--- config.mk ---
export PLATFORM = sky130hd
export DESIGN_NAME = imem_boot_controller
export DESIGN_NICKNAME = d
export VERILOG_FILES = /design/src/rtl/imem_boot_controller.sv
export SDC_FILE = /design/constraint.sdc
export NUM_CORES = 1
export LEC_CHECK = 0
export CAP_MARGIN = 20
export CELL_PAD_IN_SITES_DETAIL_PLACEMENT = 0
export CELL_PAD_IN_SITES_GLOBAL_PLACEMENT = 2
export CORE_ASPECT_RATIO = 1.5
export CORE_MARGIN = 2
export CORE_UTILIZATION = 37
export CTS_CLUSTER_DIAMETER = 200
export CTS_CLUSTER_SIZE = 8
export DETAILED_ROUTE_END_ITERATION = 7
export PLACE_DENSITY = 0.85
export SLEW_MARGIN = 40
export SYNTH_ARGS = -nofsm -noshare
export SYNTH_HDL_FRONTEND = slang
export SYNTH_SLANG_ARGS = --single-unit
--- constraint.sdc ---
create_clock -name CLK -period 6.4 [get_ports CLK]
set_input_delay 0.96 -clock CLK [delete_from_list [all_inputs] [get_ports CLK]]
set_output_delay 0.96 -clock CLK [all_outputs]
set_load 0.02 [all_outputs]
--- src/rtl/imem_boot_controller.sv ---
// UART boot loader for the instruction memory: parses a framed, XOR-checksummed
// image, writes each word, zero-fills the remaining addresses and then releases the CPU.
module imem_boot_controller #(
    parameter int          ADDR_W      = 5,
    parameter int          DEPTH       = 32,
    parameter logic [7:0]  SYNC_BYTE   = 8'hA5,
    parameter int          TIMEOUT_CYC = 1000000
) (
    input  logic              CLK,
    input  logic              reset,
    input  logic              rx_valid,
    input  logic [7:0]        rx_data,
    input  logic              load_start,
    input  logic              boot_bypass,
    output logic              wr_en,
    output logic [ADDR_W-1:0] wr_addr,
    output logic [15:0]       wr_data,
    output logic              load_done,
    output logic              cpu_hold,
    output logic [1:0]        error_code
);

    localparam int              CNT_W   = ADDR_W + 1;
    localparam int              TO_W    = $clog2(TIMEOUT_CYC) + 1;
    localparam logic [CNT_W-1:0] DEPTH_C = CNT_W'(DEPTH);
    localparam logic [7:0]      DEPTH_B = 8'(DEPTH);
    localparam logic [TO_W-1:0] TO_LAST = TO_W'(TIMEOUT_CYC - 1);

    typedef enum logic [2:0] {
        S_WAIT_SYNC,
        S_GET_COUNT,
        S_GET_HI,
        S_GET_LO,
        S_GET_CSUM,
        S_FILL,
        S_DONE,
        S_ERROR
    } state_t;

    state_t            state_q;
    logic [7:0]        csum_q;
    logic [7:0]        hi_q;
    logic [CNT_W-1:0]  count_q;
    logic [CNT_W-1:0]  idx_q;
    logic [TO_W-1:0]   to_cnt_q;
    logic              wr_en_q;
    logic [ADDR_W-1:0] wr_addr_q;
    logic [15:0]       wr_data_q;
    logic              load_done_q;
    logic [1:0]        err_q;

    // Loader FSM with all outputs registered; load_start wins over any byte except during FILL.
    always_ff @(posedge CLK or posedge reset) begin
        if (reset) begin
            state_q     <= S_WAIT_SYNC;
            csum_q      <= 8'h00;
            hi_q        <= 8'h00;
            count_q     <= '0;
            idx_q       <= '0;
            to_cnt_q    <= '0;
            wr_en_q     <= 1'b0;
            wr_addr_q   <= '0;
            wr_data_q   <= 16'h0000;
            load_done_q <= 1'b0;
            err_q       <= 2'd0;
        end else begin
            wr_en_q <= 1'b0;
            if (load_start && (state_q != S_FILL)) begin
                state_q     <= S_WAIT_SYNC;
                load_done_q <= 1'b0;
                err_q       <= 2'd0;
                csum_q      <= 8'h00;
                idx_q       <= '0;
                to_cnt_q    <= '0;
            end else begin
                case (state_q)
                    S_WAIT_SYNC: begin
                        to_cnt_q <= '0;
                        if (boot_bypass) begin
                            state_q <= S_DONE;
                        end else if (rx_valid && (rx_data == SYNC_BYTE)) begin
                            state_q <= S_GET_COUNT;
                        end else begin
                            state_q <= S_WAIT_SYNC;
                        end
                    end
                    S_GET_COUNT, S_GET_HI, S_GET_LO, S_GET_CSUM: begin
                        if (rx_valid) begin
                            to_cnt_q <= '0;
                            case (state_q)
                                S_GET_COUNT: begin
                                    if ((rx_data == 8'd0) || (rx_data > DEPTH_B)) begin
                                        state_q <= S_ERROR;
                                        err_q   <= 2'd3;
                                    end else begin
                                        count_q   <= CNT_W'(rx_data);
                                        csum_q    <= rx_data;
                                        idx_q     <= '0;
                                        wr_addr_q <= '0;
                                        state_q   <= S_GET_HI;
                                    end
                                end
                                S_GET_HI: begin
                                    hi_q    <= rx_data;
                                    csum_q  <= csum_q ^ rx_data;
                                    state_q <= S_GET_LO;
                                end
                                S_GET_LO: begin
                                    wr_en_q   <= 1'b1;
                                    wr_addr_q <= idx_q[ADDR_W-1:0];
                                    wr_data_q <= {hi_q, rx_data};
                                    csum_q    <= csum_q ^ rx_data;
                                    idx_q     <= idx_q + CNT_W'(1);
                                    if ((idx_q + CNT_W'(1)) == count_q) begin
                                        state_q <= S_GET_CSUM;
                                    end else begin
                                        state_q <= S_GET_HI;
                                    end
                                end
                                S_GET_CSUM: begin
                                    if (rx_data != csum_q) begin
                                        state_q <= S_ERROR;
                                        err_q   <= 2'd1;
                                    end else if (count_q < DEPTH_C) begin
                                        state_q <= S_FILL;
                                    end else begin
                                        state_q <= S_DONE;
                                    end
                                end
                                default: state_q <= S_ERROR;
                            endcase
                        end else if (to_cnt_q == TO_LAST) begin
                            state_q <= S_ERROR;
                            err_q   <= 2'd2;
                        end else begin
                            to_cnt_q <= to_cnt_q + TO_W'(1);
                        end
                    end
                    // idx_q already equals N on entry, so fill continues right after the image.
                    S_FILL: begin
                        wr_en_q   <= 1'b1;
                        wr_addr_q <= idx_q[ADDR_W-1:0];
                        wr_data_q <= 16'h0000;
                        idx_q     <= idx_q + CNT_W'(1);
                        if (idx_q == (DEPTH_C - CNT_W'(1))) begin
                            state_q <= S_DONE;
                        end else begin
                            state_q <= S_FILL;
                        end
                    end
                    S_DONE: begin
                        load_done_q <= 1'b1;
                    end
                    S_ERROR: begin
                        load_done_q <= 1'b0;
                    end
                    default: begin
                        state_q <= S_WAIT_SYNC;
                    end
                endcase
            end
        end
    end

    assign wr_en      = wr_en_q;
    assign wr_addr    = wr_addr_q;
    assign wr_data    = wr_data_q;
    assign load_done  = load_done_q;
    assign cpu_hold   = ~load_done_q;
    assign error_code = err_q;

endmodule

# Word-level counts from Yosys, hierarchy flattened
# Index checks and enable logic that the tools add are counted.
[classes] n_addsub=2 n_mul=0 n_div=0 order_cmp=2 eq_ne=26 shifts=0 muxes=46 bitwise=4 n_reduce_logical=25
[ops] operator="21-bit two-way mux" n=3
[ops] operator="21-bit one-hot mux with 2 select lines" n=1
[ops] operator="16-bit two-way mux" n=2
[ops] operator="8-bit two-way mux" n=4
[ops] operator="16-bit one-hot mux with 2 select lines" n=1
[ops] operator="4-bit inequality test (second input constant)" n=6
[ops] operator="6-bit one-hot mux with 2 select lines" n=2
[ops] operator="21-bit by 1-bit adder with 21-bit output (second input constant)" n=1
[ops] operator="21-bit by 20-bit == test with 1-bit output (second input constant)" n=1
[ops] operator="5-bit one-hot mux with 2 select lines" n=2
[ops] operator="2-bit two-way mux" n=9
[ops] operator="3-bit two-way mux" n=6
[ops] operator="6-bit two-way mux" n=3
[ops] operator="8-bit one-hot mux with 2 select lines" n=1
[ops] operator="4-bit AND reduction" n=4
[ops] operator="3-bit inequality test (second input constant)" n=5
[ops] operator="5-bit AND reduction" n=3
[ops] operator="3-bit nonzero test" n=5
[ops] operator="3-bit == test (second input constant)" n=4
[ops] operator="3-bit one-hot mux with 4 select lines" n=1
[ops] operator="5-bit two-way mux" n=2
[ops] operator="3-bit one-hot mux with 3 select lines" n=1
[ops] operator="8-bit == test (second input constant)" n=1
[ops] operator="8-bit by 6-bit > comparator with 1-bit output (second input constant)" n=1
[ops] operator="23 further kinds" n=36
[totals] regBits=77 latchBits=0 ram_bits=0 rom_bits=0 inputBits=13 output_inout_bits=26 word_cells=116 mem_count=0

# Longest topological paths before layout
# Gate-level depths: netlist of the first run.
[depth] word_depth=7 depth_mapped=9 depth_no_buf=7

# Worst setup path before layout of the first run
# Ideal clock, no wire load.
[synth_timing] kind="in2reg" start="input rx_data[4]" end="register csum_q[0]" setup_time_ps=125 t_arrival_ps=2857 required_ps=6275 path_slack_ps=3418 path_stages=6 n_path_buf=1 path_cell_list="clkbuf_1 -> or3_1 -> or4_1 -> a311o_1 -> o21ai_4 -> mux2_2"
[synth_via] elab_chain_len=4 word_cells_on_any_way=5 classes_between="order compare (1); eq/ne (1); reduce/logical (3)"
[synth_lines] element="start, declared" line="12" source="input logic [7:0] rx_data,"
[synth_lines] element="8-bit by 6-bit > comparator with 1-bit output or 8-bit logical NOT (tied branches)" line="92" source="if ((rx_data == 8'd0) || (rx_data > DEPTH_B)) begin"
[synth_lines] element="1-bit logical OR *" line="92"
[synth_lines] element="3-bit inequality test (no source line) *"
[synth_lines] element="4-bit AND reduction (no source line) *"
[synth_lines] element="end signal, assigned" line="97" source="csum_q <= rx_data;"
[synth_lines] element="end signal, assigned" line="105" source="csum_q <= csum_q ^ rx_data;"
[synth_lines] element="end signal, assigned" line="112" source="csum_q <= csum_q ^ rx_data;"
[synth_lines] element="end, declared" line="41" source="logic [7:0] csum_q;"
# Every way passes the cells marked *; elsewhere a longest branch is shown, timed or not.
# A chain may end at the register's enable or synchronous reset.

# Worst setup path after layout of the first run
[layout_timing] start="input rx_data[3]" end="register csum_q[1]"
# Same word-level chain as after synthesis.

==> results of run 1 <==
==> layer usage <==
| metal | up-vias | track usage (%) |
|---|---|---|
| li1 | 1650 | - |
| met1 | 1668 | 21.8 |
| met2 | 73 | 33.1 |
| met3 | 21 | 3.39 |
| met4 | 0 | 8.63 |
| met5 | - | 0 |
==> worst max-delay path, delay by kind of cell <==
kind                   cells  cell delay, ps
and+or+nand+nor            2             900
muxes                      1             380
buffers and inverters      1             570
AOI/OAI and AO/OA          2             750
==> state kept, by name (all words and copies together), names as in the netlist, 2 cells and up <==
signal and count:
to_cnt_q 21, wr_data 16, csum_q 8, hi_q 8, count_q 6, idx_q 6, wr_addr 5, state_q 3
error_code 2
==> Yosys cell counts (all sizes together), types with 4 or more instances <==
| cell type | instances |
|---|---|
| dfrtp | 77 |
| nand2 | 60 |
| nor2 | 54 |
| nand3 | 30 |
| xnor2 | 28 |
| clkbuf | 24 |
| o21ai | 21 |
| mux2 | 19 |
| nor4 | 16 |
| a21oi | 11 |
| nand4 | 9 |
| nor3 | 9 |
| a22o | 8 |
| xor2 | 7 |
| and2 | 6 |
| and3 | 6 |
| inv | 5 |
| nand2b | 5 |
| buf | 4 |
| nor2b | 4 |
| o31ai | 4 |
==> report_power, final <==
part	internal (W)	switching [W]
Combinational	0.000299	0.000382
Clock	0.000341	0.000201
Sequential	0.000613	0.000115
Total	0.00125	0.000699
==> worst min-delay path by stage <==
stage                          start           to  depth (start not counted)
after CTS                 wr_data[7]   wr_data[7]                          2
after detailed placement  wr_data[7]   wr_data[7]                          2
after global placement    wr_data[7]   wr_data[7]                          2
after floorplan              hi_q[2]  wr_data[10]                          2
final                     wr_data[7]   wr_data[7]                          2
after global routing      wr_data[0]   wr_data[0]                          2
==> cell families (layout without fill, tap and decap cells) <==
| logic type | count (synthesis) | in the layout |
|---|---|---|
| muxes | 19 | 19 |
| adders and majority gates | 2 | 2 |
| and+or+nand+nor | 214 | 214 |
| DFF | 77 | 77 |
| buffers and inverters | 35 | 66 |
| xor gates and xnor gates | 36 | 36 |
| AOI/OAI and AO/OA | 69 | 69 |
==> final cells by class <==
class                   count  area, sq um
clock buffers              10          229
clock inverters             6         87.6
fillers                  1084         6020
inverters                   7         26.3
multi-input cells         340         2100
flip-flops and latches     77         1930
well taps                 147          184
repair buffers             43          422
==> metrics by stage <==
step | std cells | worst slack (ps) | instance area (sq um)
final | 630 | 3080 | 4970
after CTS | 630 | 3060 | 4970
after detailed placement | 614 | 2710 | 4650
after global placement | 614 | 2760 | 4640
after floorplan | 452 | 3420 | 4150
after global routing | 630 | 2930 | 4970
==> key figures, run 1 <==
Synth
  – Post-Syn Area per Cell: 9.17 sq um
  – Ys async rst share: 100%
  – Post-Synth Adder-Cell Area: 0.604%
  – Distinct cells, synth: 51
  – Syn Inst Count: 452
  – XOR/XNOR share of the synthesized area: 7.94%
  – Main area contributors after synthesis: dfrtp_1 (46%), xnor2_1 (5.9%), nand2_1 (5.4%)
  – Synth Area in Simple Gates: 24.9%
  – Number of synthesized flops with an enable pin: 0
  – Leading area contributor after synthesis: dfrtp_1
  – Post-Syn Area: 4150 sq um
  – Largest family of logic cells by synthesized area: simple AND/OR/NAND/NOR gates
  – Flop and latch count out of synthesis: 77
  – Proportion of netlist area held by the largest area contributor: 46.5%
  – Synthesized Nets: 467
  – Synth warnings: 0
  – Predominant post-synthesis flop cell: dfrtp_1
  – Mux cell area share after synthesis: 5.16%
  – Post-synthesis compound-gate area fraction: 11.6%
  – Register area share after synthesis: 46.5%

GRT
  – Grt ovf: 0
  – Initial antenna violation count: 0
  – Vias in the first global route: 3,397
  – First-pass GRT wire length: 17,800 um
  – Largest net degree at the start of global routing: 78
  – Global-route usage over all layers: 18.7%

Die
  – Area of the core: 11,000 sq um
  – Std-Cell Rows: 47
  – Chip Height: 134 um
  – Die ar.: 12,100 sq um
  – Starting density of the core: 37.7%
  – DIE WIDTH: 90.4 um
  – I/O pins: 39

STA
  – Slew HR: 50.8%
  – Clock period minus worst slack: 3320 ps
  – Hold Slack: 463 ps
  – Slew at the pin closest to its max-slew limit: 736 ps
  – Final Skew: 5.67 ps
  – Setup violation total in the final timing report: 0
  – Final period util: 51.9%
  – Slew Viols, Final: 0
  – Unrepaired setup endpoints after global routing: false
  – Final count of hold timing violations: 0
  – Peak Freq: 301 MHz
  – Post-route setup TNS: 0 ps

Finish
  – Layout net count: 493
  – Most frequent cells in the layout: dfrtp_1 (77), nand2_1 (60), nor2_1 (52)
  – N_diodes: 0
  – Commonest non-fill, non-tap cell in the layout: dfrtp_1
  – P&R area growth vs syn: 20.0%
  – Final core occ: 45.2%
  – Share of cells above drive strength 1: 9.73%

CTS
  – CTS buffer count: 9
  – Setup Buffers After CTS: 0
  – Clk_lat worst skew: 340 ps
  – CTS tree: built
  – CTS sink count: 77
  – Htree depth: 3
  – Worst-path clk slew: 60 ps
  – Worst-case clock buffer depth: 2
  – Resized cells post-CTS: 0
  – Post-CTS Hold Buffers: 0
  – Clk root buf: clkbuf_16

Critical path
  – Setup crit end kind: register
  – Worst reg2reg setup slack: 3720 ps
  – CP max stage cell: clkdlybuf4s50_1
  – Max Fanout on Critical Path: 9
  – CP Launch Point: rx_data[3]
  – CP Launch Type: primary input
  – Worst EP required: 6620 ps
  – WS Path Type: in -> reg
  – Setup crit end: csum_q[1]
  – R2R depth: 6
  – Reg2reg start: state_q[2]
  – CP max stage delay: 570 ps
  – RR Endpoint: to_cnt_q[19]
  – Critical-path cell list: clkdlybuf4s50_1 -> or3_1 -> or4_1 -> a311o_1 -> o21ai_4 -> mux2_2
  – Arr. time, crit path: 3550 ps

Detailed routing
  – Via/cell ratio: 5.42
  – Vias: 3,412
  – WL/cell: 16.9 um
  – TritonRoute pass-1 iters: 4
  – Total wire length: 10,600 um
  – Routed wl met3: 316 um
  – 1st-iter DRT viols: 139
  – Post-route DRC: 0
  – M1 wire length: 4470 um
  – Met2 wire length: 5610 um
  – Highest metal used: met4
  – Post-route ant nets: 0

Run status
  – Status: finished, final reports clean

Placement
  – Number of port buffers: 38
  – RePlAce Congestion: 0.813
  – Final HPWL DP: 7320 um

Worst hold path
  – Hold Crit Class: reg -> reg

Power
  – Total Power: 0.00195 W
  – Pwr dens: 392 nW/um^2
  – Pleak: 2.04 nW
  – Max VDD drop: 0.160 mV

Flow run
  – Max-Cap Viols: 0
No activity file was read; power rests on OpenSTA's default activity.
==> inputs of run 2 (changes only) <==
--- a/config.mk
+++ b/config.mk
@@ -10,11 +10,11 @@
 export CELL_PAD_IN_SITES_GLOBAL_PLACEMENT = 2
 export CORE_ASPECT_RATIO = 1.5
 export CORE_MARGIN = 2
-export CORE_UTILIZATION = 37
+export CORE_UTILIZATION = 36
 export CTS_CLUSTER_DIAMETER = 200
 export CTS_CLUSTER_SIZE = 8
 export DETAILED_ROUTE_END_ITERATION = 7
-export PLACE_DENSITY = 0.85
+export PLACE_DENSITY = 0.83
 export SLEW_MARGIN = 40
 export SYNTH_ARGS = -nofsm -noshare
 export SYNTH_HDL_FRONTEND = slang
==> constraint.sdc (replaced) <==
create_clock -name CLK -period 3.1 [get_ports CLK]
set_input_delay 0.465 -clock CLK [delete_from_list [all_inputs] [get_ports CLK]]
set_output_delay 0.465 -clock CLK [all_outputs]
set_load 0.02 [all_outputs]
==> run 2 against run 1 <==
Clock power up 96%; worst hold slack better by 0.71 ps; combinational power up 110%; sequential share of layout area down 0.72 points; total power up 100%; largest power group unchanged; non-clock buffer count up 15; critical path type unchanged; highest routed layer unchanged; worst setup slack worse by 2600 ps; clock-buffer cell count down 1; clock skew up 2.7 ps; utilization down 0.58 points; register-to-register slack worse by 3100 ps; critical endpoint is now csum_q[0].
==> key figures, run 2 (synthesized netlist as in run 1, its figures left out) <==
STA
  – Final period util: 84.9%
  – Slew at the pin closest to its max-slew limit: 678 ps
  – Slew HR: 53.6%
  – Unrepaired setup endpoints after global routing: false
  – Clock period minus worst slack: 2630 ps
  – Final count of hold timing violations: 0
  – Final Skew: 8.40 ps
  – Hold Slack: 463 ps
  – Slew Viols, Final: 0
  – Peak Freq: 380 MHz
  – Setup violation total in the final timing report: 0
  – Post-route setup TNS: 0 ps

Finish
  – N_diodes: 0
  – Fin area: 5070 sq um
  – Most flop-heavy register: to_cnt_q
  – Fin cells: 648
  – Commonest non-fill, non-tap cell in the layout: dfrtp_1
  – Layout net count: 508
  – P&R area growth vs syn: 22.2%
  – Share of cells above drive strength 1: 12.0%
  – Most frequent cells in the layout: dfrtp_1 (77), nand2_1 (60), nor2_1 (53)
  – Max reg flops: 21

CTS
  – CTS tree: built
  – Clk_lat worst skew: 340 ps
  – Worst-case clock buffer depth: 2
  – Clk root buf: clkbuf_16
  – Worst-path clk slew: 60 ps
  – Resized cells post-CTS: 0
  – Htree depth: 3
  – Setup Buffers After CTS: 0
  – CTS buffer count: 9
  – CTS sink count: 77
  – Post-CTS Hold Buffers: 0

Power
  – Reg power frac: 37.7%
  – Internal power: 0.00254 W
  – Sw Share: 36.3%
  – P_sw: 0.00145 W
  – Pwr dens: 787 nW/um^2
  – Max VDD drop: 0.272 mV
  – Pleak: 2.11 nW
  – Clk pwr share: 26.5%
  – Gate power share: 35.8%

Run status
  – Status: finished, final reports clean

Worst hold path
  – Hold depth: 2
  – Hold EP: wr_data[15]
  – Hold Crit Class: reg -> reg
  – Min-Delay Startpoint: wr_data[15]

Placement
  – Final HPWL DP: 7530 um
  – RePlAce Congestion: 0.854
  – DP Area: 4770 sq um
  – Dpl cells: 632
  – Number of port buffers: 38

Die
  – I/O pins: 39
  – Starting density of the core: 36.5%
  – Std-Cell Rows: 48
  – Chip Height: 135 um
  – DIE WIDTH: 91.6 um
  – Die ar.: 12,400 sq um
  – Area of the core: 11,400 sq um

GRT
  – First-pass GRT wire length: 17,700 um
  – Global-route usage over all layers: 18.0%
  – Vias in the first global route: 3,548
  – Initial antenna violation count: 0
  – Grt ovf: 0
  – Largest net degree at the start of global routing: 78

Critical path
  – R2R depth: 6
  – WS Path Type: in -> reg
  – Reg2reg start: state_q[2]
  – Setup crit end kind: register
  – CP Launch Type: primary input
  – Worst EP required: 3320 ps
  – Crit-path leading delay family: simple AND/OR/NAND/NOR gates
  – CP max stage cell: clkdlybuf4s50_1
  – RR Endpoint: to_cnt_q[13]
  – Critical path buffers and inverters: 1
  – Arr. time, crit path: 2860 ps
  – Max Fanout on Critical Path: 9
  – Worst reg2reg setup slack: 660 ps
  – CP max stage delay: 470 ps
  – Critical-path cell list: clkdlybuf4s50_1 -> or3_1 -> or4_1 -> a311o_1 -> o21ai_4 -> mux2_2

Detailed routing
  – Post-route DRC: 0
  – Post-route ant nets: 0
  – Vias: 3,463
  – Via/cell ratio: 5.34
  – Total wire length: 10,600 um
  – TritonRoute pass-1 iters: 5
  – 1st-iter DRT viols: 123
  – WL/cell: 16.3 um

Flow run
  – Max-Cap Viols: 0
-- run 2: worst max path at each step --
stage | startpoint | endpoint | slack (ps) | cells past startpoint
after global routing | rx_data[1] | idx_q[5] | 370 | 8
after detailed placement | rx_data[1] | csum_q[2] | 110 | 6
after CTS | rx_data[1] | csum_q[2] | 460 | 6
after global placement | rx_data[1] | csum_q[2] | 160 | 6
final | rx_data[1] | csum_q[0] | 470 | 6
after floorplan | rx_data[4] | csum_q[0] | 610 | 6
-- run 2: per-layer routing --
metal | track usage (%) | share of wire [%] | vias up
li1 | - | - | 1677
met1 | 20.2 | 41 | 1701
met2 | 33.7 | 54 | 68
met3 | 2.95 | 3.4 | 17
met4 | 7.24 | 2.1 | 0
met5 | 0 | 0 | -
-- run 2: per-stage QoR --
| stage | utilization, % | setup slack [ps] | total power, W |
|---|---|---|---|
| global route | 44.7 | 366 | 0.00426 |
| CTS | 44.7 | 462 | 0.00404 |
| global placement | 42.0 | 157 | 0.00294 |
| floorplan | - | 613 | 0.00242 |
| finish | 44.7 | 467 | 0.00399 |
| detailed placement | 42.0 | 107 | 0.00297 |
-- run 2: worst register-to-register path, cell delays in order, from the launching register on --
cell,delay [ps]
dfrtp_1,620
clkinv_1,190
xnor2_1,390
and4b_1,450
nor4b_1,470
xnor2_1,170
nor2_1,50
-- run 2: power by group through the flow --
| stage | registers [W] | clock network, W | logic [W] |
|---|---|---|---|
| final | 0.00151 | 0.00106 | 0.00143 |
| after global routing | 0.00155 | 0.00113 | 0.00158 |
| after CTS | 0.00151 | 0.00108 | 0.00145 |
| after detailed placement | 0.00152 | 0 | 0.00145 |
| after global placement | 0.00151 | 0 | 0.00143 |
| after floorplan | 0.00156 | 0 | 0.000861 |
-- run 2: cell type report --
cell class                      instances  area [sq um]
Clock buffer                            9           225
Clock inverter                          7          73.8
Fill cell                            1112          6280
Inverter                                7          26.3
Multi-Input combinational cell        340          2090
Sequential cell                        77          1930
Tap cell                              150           188
Timing Repair Buffer                   58           543
==> inputs of run 3 (changes only) <==
==> constraint.sdc (replaced) <==
create_clock -name CLK -period 2.65 [get_ports CLK]
set_input_delay 0.3975 -clock CLK [delete_from_list [all_inputs] [get_ports CLK]]
set_output_delay 0.3975 -clock CLK [all_outputs]
set_load 0.02 [all_outputs]
==> run 3 against run 2 <==
Global-route usage increased by 0.90 points; critical path depth unchanged; clock-buffer cell count increased by 1; die area is the same.
==> key figures, run 3 (synthesized netlist as in run 1, its figures left out) <==
Run status
  – Status: finished, final reports clean

STA
  – Setup violation total in the final timing report: 0
  – Hold Slack: 357 ps
  – Unrepaired setup endpoints after global routing: false
  – Slew Viols, Final: 0
  – Slew at the pin closest to its max-slew limit: 604 ps
  – Peak Freq: 390 MHz
  – Slew HR: 59.7%
  – Final count of hold timing violations: 0
  – Post-route setup TNS: 0 ps
  – Final Skew: 5.74 ps
  – Clock period minus worst slack: 2570 ps
  – Final period util: 96.8%

Detailed routing
  – Vias: 3,524
  – Post-route DRC: 0
  – TritonRoute pass-1 iters: 4
  – 1st-iter DRT viols: 167
  – Via/cell ratio: 5.31
  – WL/cell: 16.3 um
  – Post-route ant nets: 0
  – Total wire length: 10,800 um

Placement
  – Number of port buffers: 38
  – Final HPWL DP: 7920 um
  – RePlAce Congestion: 0.828
  – Dpl cells: 648
  – DP Area: 4890 sq um

CTS
  – Worst-case clock buffer depth: 2
  – Worst-path clk slew: 60 ps
  – Resized cells post-CTS: 0
  – Setup Buffers After CTS: 0
  – CTS buffer count: 9
  – CTS tree: built
  – Post-CTS Hold Buffers: 0
  – Clk root buf: clkbuf_16
  – CTS sink count: 77
  – Htree depth: 3
  – Clk_lat worst skew: 340 ps

GRT
  – M1 GR Usage: 22.3%
  – Global-route usage over all layers: 18.9%
  – GRT met3 Usage: 2.73%
  – Met2 Usage GRT: 34.3%
  – Grt ovf: 0
  – First-pass GRT wire length: 18,600 um
  – Top Usage Layer GRT: met2
  – Vias in the first global route: 3,679
  – Initial antenna violation count: 0
  – Largest net degree at the start of global routing: 39

Critical path
  – CP max stage delay: 470 ps
  – Crit-path leading delay family: simple AND/OR/NAND/NOR gates
  – R2R depth: 6
  – WS Path Type: in -> reg
  – CP max stage cell: clkdlybuf4s50_1
  – Worst EP required: 2870 ps
  – Arr. time, crit path: 2790 ps
  – Critical-path cell list: clkdlybuf4s50_1 -> or3_1 -> or4_1 -> a311o_1 -> o21ai_4 -> mux2_2
  – Max Fanout on Critical Path: 9
  – Critical path buffers and inverters: 1
  – CP Launch Type: primary input
  – CP Depth: 6
  – Setup crit end kind: register

Finish
  – Fillers: 1,087
  – N_diodes: 0
  – Max reg flops: 21
  – Fin cells: 664
  – Most flop-heavy register: to_cnt_q
  – Fin area: 5180 sq um
  – Most frequent cells in the layout: dfrtp_1 (77), nand2_1 (60), nor2_1 (53)
  – Share of cells above drive strength 1: 14.6%
  – Commonest non-fill, non-tap cell in the layout: dfrtp_1
  – Multi-input combinational cell area: 2090 sq um
  – Layout net count: 524
  – P&R area growth vs syn: 25.0%
  – Register area: 1930 sq um

Power
  – Pleak: 2.18 nW
  – Total Power: 0.00473 W
  – Max VDD drop: 0.373 mV
  – Pwr dens: 913 nW/um^2

Die
  – Die ar.: 12,400 sq um
  – I/O pins: 39
  – Area of the core: 11,400 sq um
  – Chip Height: 135 um
  – Starting density of the core: 36.5%
  – DIE WIDTH: 91.6 um
  – Std-Cell Rows: 48

Flow run
  – Max-Cap Viols: 0

Worst hold path
  – Hold Crit Class: in -> async
[run 3: layer usage]
layer / part of all wire (%) / routed length (um)
met4: 2.3 / 250
met5: 0 / 0
met3: 2.6 / 286
met2: 54 / 5830
met1: 41 / 4460
[run 3: area by class of cell]
cell class,count,share of cell area [%]
clock buffers,10,4.42
flip-flops and latches,77,37.2
repair buffers,74,12.8
inverters,7,0.507
multi-input cells,340,40.2
well taps,150,3.62
clock inverters,6,1.23
[run 3: worst paths after layout]
path                                  from      endpoint  slack (ps)
max in group asynchronous            reset       hi_q[6]        1650
worst max register to register  state_q[0]  to_cnt_q[13]         470
worst max-delay path            rx_data[1]     csum_q[0]          80
worst min-delay path                 reset      idx_q[2]         360
min in group CLK                wr_data[0]    wr_data[0]         460
worst min register to register  wr_data[0]    wr_data[0]         460
[run 3: report_power, final]
part           internal (W)  switching, W
Clock              0.000727      0.000488
Combinational      0.000825      0.000960
Sequential          0.00148      0.000250
Total               0.00303       0.00170
[run 3: per-stage QoR]
stage,worst slack [ps],utilization (%)
floorplan,230,-
CTS,85.2,45.7
global route,9.54,45.7
detailed placement,-260,43.1
global placement,-203,43.1
finish,83.5,45.7
[run 3: worst register-to-register path: cells and delay by family, from the launching register on]
kind | cells | cell delay [ps]
and+or+nand+nor | 4 | 1060
DFF | 1 | 600
xor gates and xnor gates | 2 | 390
